### config.mk
export PLATFORM = sky130hd
export DESIGN_NAME = sample_word_unpacker
export DESIGN_NICKNAME = d
export VERILOG_FILES = /design/src/rtl/sample_word_unpacker.sv
export SDC_FILE = /design/constraint.sdc
export NUM_CORES = 1
export LEC_CHECK = 0
export CAP_MARGIN = 25
export CORE_UTILIZATION = 47
export CTS_CLUSTER_SIZE = 40
export DETAILED_ROUTE_END_ITERATION = 10
export DONT_BUFFER_PORTS = 1
export PLACE_DENSITY = 0.63
export SYNTH_ARGS = -nofsm -noshare
export SYNTH_HDL_FRONTEND = slang
export SYNTH_SLANG_ARGS = --single-unit
### constraint.sdc
create_clock -name clk_usb -period 7.24 [get_ports clk_usb]
set_input_delay 0.724 -clock clk_usb [delete_from_list [all_inputs] [get_ports clk_usb]]
set_output_delay 0.724 -clock clk_usb [all_outputs]
set_load 0.05 [all_outputs]
### src/rtl/sample_word_unpacker.sv
// Unpacks FWFT FIFO sample words into a byte stream (full-res, low-res 8-bit, pad16).
// Optional pad16 format compiled in with `define UNPACK_PAD16_EN.
module sample_word_unpacker #(
    parameter int SAMPLE_WIDTH     = 12,
    parameter int SAMPLES_PER_WORD = 3,
    parameter int WORD_WIDTH       = SAMPLE_WIDTH * SAMPLES_PER_WORD
) (
    input  logic                  clk_usb,
    input  logic                  reset,
    input  logic                  clear,
    input  logic [1:0]            mode,
    input  logic                  low_res_lsb,
    input  logic [WORD_WIDTH-1:0] in_data,
    input  logic                  in_empty,
    output logic                  in_rd,
    output logic [7:0]            out_data,
    output logic                  out_empty,
    input  logic                  out_rd,
    input  logic                  flush,
    output logic                  flush_done,
    output logic                  underflow,
    output logic [31:0]           byte_count
);

    localparam int SW   = SAMPLE_WIDTH;
    localparam int SPW  = SAMPLES_PER_WORD;
    localparam int LR_W = 8 * SPW;
`ifdef UNPACK_PAD16_EN
    localparam int PD_W     = 16 * SPW;
    localparam int UNIT_MAX = (WORD_WIDTH > PD_W) ? WORD_WIDTH : PD_W;
`else
    localparam int UNIT_MAX = (WORD_WIDTH > LR_W) ? WORD_WIDTH : LR_W;
`endif
    localparam int ACC_W = UNIT_MAX + 7;
    localparam int CW    = $clog2(ACC_W + 1);

    logic [ACC_W-1:0] acc, acc_sh, acc_nx, unit_al;
    logic [CW-1:0]    cnt, rem, cnt_nx, unit_len;
    logic [1:0]       mode_r;
    logic             lsb_r, flush_pend;
    logic             pop, resid_pop, resid_avail, idle_done;
    logic [LR_W-1:0]  lr_unit;
`ifdef UNPACK_PAD16_EN
    logic [PD_W-1:0]  pd_unit;
`endif

    // Per-sample slicing; sample 0 sits at the MSB end of the word.
    for (genvar i = 0; i < SPW; i++) begin : g_smp
        logic [SW-1:0] s;
        assign s = in_data[WORD_WIDTH-1-i*SW -: SW];
        assign lr_unit[LR_W-1-8*i -: 8] = lsb_r ? s[7:0] : s[SW-1 -: 8];
`ifdef UNPACK_PAD16_EN
        assign pd_unit[PD_W-1-16*i -: 16] = 16'(s);
`endif
    end

    always_comb begin
        unit_al  = {in_data, {(ACC_W-WORD_WIDTH){1'b0}}};
        unit_len = CW'(WORD_WIDTH);
        if (mode_r == 2'b01) begin
            unit_al  = {lr_unit, {(ACC_W-LR_W){1'b0}}};
            unit_len = CW'(LR_W);
        end
`ifdef UNPACK_PAD16_EN
        else if (mode_r == 2'b10) begin
            unit_al  = {pd_unit, {(ACC_W-PD_W){1'b0}}};
            unit_len = CW'(PD_W);
        end
`endif
    end

    assign resid_avail = flush_pend & in_empty & (cnt != '0);
    assign idle_done   = flush_pend & in_empty & (cnt == '0);
    assign out_empty   = (cnt < CW'(8)) & ~resid_avail;
    assign out_data    = acc[ACC_W-1 -: 8];
    assign pop         = out_rd & ~out_empty;
    assign resid_pop   = pop & (cnt < CW'(8));

    // A residual pop drains everything; bits below cnt are always zero.
    always_comb begin
        rem    = cnt;
        acc_sh = acc;
        if (resid_pop) begin
            rem    = '0;
            acc_sh = '0;
        end else if (pop) begin
            rem    = cnt - CW'(8);
            acc_sh = acc << 8;
        end
    end

    assign in_rd  = ~in_empty & (rem < CW'(8)) & ~reset & ~clear;
    assign acc_nx = in_rd ? (acc_sh | (unit_al >> rem)) : acc_sh;
    assign cnt_nx = in_rd ? (rem + unit_len) : rem;

    always_ff @(posedge clk_usb) begin
        if (reset | clear) begin
            acc        <= '0;
            cnt        <= '0;
            mode_r     <= 2'b00;
            lsb_r      <= 1'b0;
            flush_pend <= 1'b0;
            flush_done <= 1'b0;
            underflow  <= 1'b0;
            byte_count <= '0;
        end else begin
            acc <= acc_nx;
            cnt <= cnt_nx;
            // Format only changes on an empty accumulator with nothing loading.
            if (cnt == '0 && !in_rd) begin
                mode_r <= mode;
                lsb_r  <= low_res_lsb;
            end
            flush_done <= idle_done | resid_pop;
            if (idle_done | resid_pop)
                flush_pend <= 1'b0;
            else if (flush)
                flush_pend <= 1'b1;
            if (out_rd & out_empty)
                underflow <= 1'b1;
            if (pop)
                byte_count <= byte_count + 32'd1;
        end
    end

endmodule

==> impl_metrics.ini <==
[die]
ios = 89
die_y_um = 112
dieArea_um2 = 12700
coreArea_um2 = 11700
rows = 39
floorplan.initialDensity_pct = 49.2
die_w_um = 112

[clocking]
cts_root_buffer = clkbuf_16
insertion_delay_ps = 350
cts_tree = yes
clockBufferDepth = 2
post-cts-setup-buffers = 0
cts_sinks = 87
cts-buffers-inserted = 9
clkTransAtPathRegs_ps = 70
h-tree-depth = 3
cts.repair.resized = 0
cts_hold_buf = 0

[routing]
viasPerCell = 6.28
wl_per_cell_um = 19.0
drt_iter0_markers = 462
vias = 4878
wl_um = 14800
drc_errors = 0
dr.pass1.iters = 6
ant_nets = 0

[critical_path]
worst_setup_path_end_kind = output port
cp.required_ps = 6520
arrival_ps = 2690
path_cells = inv_1 > ha_1 > xor2_1 > o31ai_2 > or4b_4 > inv_2
slowest_delay_ps = 640
critPathSlowestCell = or4b_4
worstSetupPathType = reg -> out
path_delay_family = simple AND/OR/NAND/NOR gates
cp_max_fo = 16
start_kind = flip-flop
crit_buf_inv = 2

[yosys]
ys_ff_latch = 87
async_reset_ff_share_pct = 0
netlist_area_um2 = 5740
postSynthCellCount = 667
synthTopCellsByArea = dfxtp_1 30%, mux2i_1 10%, mux2_2 7.7%
yosysTopAreaCellShare_pct = 30.4
synth_top_flop_cell = dfxtp_1
yosysMostFrequentCell = dfxtp_1
synth-edff-count = 0
syn-mean-instance-area_um2 = 8.60
synth_area_leader_cell = dfxtp_1
ys_warn_count = 0
ys_seq_area_share_pct = 30.4
synthTopCellsByCount = 87 x dfxtp_1, 78 x nand2_1, 62 x nor2_1
ys_types = 76
synth_nets = 718

[power]
powerDensity_nw_per_um2 = 191
power.leakage_uw = 0.00235
peakVddDrop_mv = 0.0902
total_power_uw = 1130

[sta]
final_hold_viol_count = 0
relSlewSlack_pct = 41.1
fin_worst_skew_ps = 8.02
tightest_slew_ps = 883
setup_viol = 0
maxSlewViolCount = 0
period_needed_ps = 3410
rsz0062_at_grt = no
layout_setup_ws_ps = 3830
setup-tns-final_ps = 0
min_period_over_period_pct = 47.1
fmax_mhz = 293

[job]
maxCapViolCount = 0

[final_layout]
area_growth_pct = 3.47
layout-drive-gt1-share_pct = 12.9
fin_area_um2 = 5940
final_core_utilization_pct = 50.9
fin_nets = 680
antennaDiodeCount = 0

[outcome]
status = completed

[placed_design]
gp_congestion = 0.885
portBuffers = 0
place_ws_ps = 4080
placed_area_um2 = 5610
dpl.hpwl_um = 10400

[min_path]
hp-class = reg -> reg

[grt]
grt_pass1_wl_um = 24200
grt_max_degree = 80
grt_use_total_pct = 24.1
grt_pass1_vias = 4677
grt_remaining_overflow = 0
antenna_found_initial = 0
## sequential cells by signal (all words and copies together) (netlist names)
signal	flops
byte_count	32
flush_pend	1
cnt	6
underflow	1
flush_done	1
mode_r	2
acc	43
lsb_r	1
## worst paths after layout
kind                              from       to  slack, ps  cells past startpoint
worst max-delay path            cnt[3]    in_rd       3830                      6
worst min-delay path            acc[4]   acc[4]        470                      2
worst max register to register  cnt[3]  acc[13]       4010                      8
worst min register to register  acc[4]   acc[4]        470                      2
## per-stage QoR
stage / hold WS [ps] / std cells
finish: 468 / 777
global route: 481 / 777
CTS: 470 / 776
detailed placement: 457 / 760
global placement: 451 / 759
floorplan: 427 / 667
## worst min-delay path: cells and delay by family, from the launching register on
family             cells  cell delay (ps)
and+or+nand+nor        1               50
AOI/OAI and AO/OA      1               50
DFF                    1              320
## power breakdown
part	leakage (uW)	switching, uW	internal, uW
logic	0.00150	86.3	55.6
registers	0.000704	16.5	490
clock network	0.000144	202	281
total	0.00235	305	827
## cells in the final DEF (no fill, tap or decap), types with 3 or more instances in the layout
cell and count:
a221oi_1 3, nor3_1 10, dfxtp_1 87, and3_1 10, a21oi_1 25, a31oi_1 7, o221ai_1 19, o21ai_4 3
buf_4 5, a22oi_1 25, nand3_1 23, inv_1 10, xnor2_1 6, mux2i_1 59, mux2_2 39, nand2_1 78
o21ai_1 4, nor2_1 62, nand2b_1 6, and2_1 7, ha_1 5, and4_1 6, clkbuf_16 9, o22ai_1 9
xor2_1 26, nand4_1 11, a211oi_1 3, a22o_1 5, o21ai_0 16
## layout make-up
cell class	instances	area (um2)
clock buffer	11	243
clock inverter	5	65.1
fill	1123	5730
sequential	87	1740
multi-input combinational	512	3600
timing repair buffer	6	57.6
tap	143	179
inverter	13	48.8
## cell families (layout without fill, tap and decap cells)
kind of cell,Yosys count,count (layout),synth area share [%]
and+or+nand+nor,226,226,18.9
AOI/OAI and AO/OA,150,150,19.5
muxes,98,98,17.9
DFF,87,87,30.4
buffers and inverters,68,35,7.00
xor gates and xnor gates,32,32,4.89
adders and majority gates,6,6,1.44
## routing by layer
layer / wire length (um) / GRT usage (%)
met5: 0 / 0
met4: 281 / 8.71
met3: 1160 / 6.70
met2: 6470 / 36.2
met1: 6860 / 32.8
No activity file was read; power rests on OpenSTA's default activity.
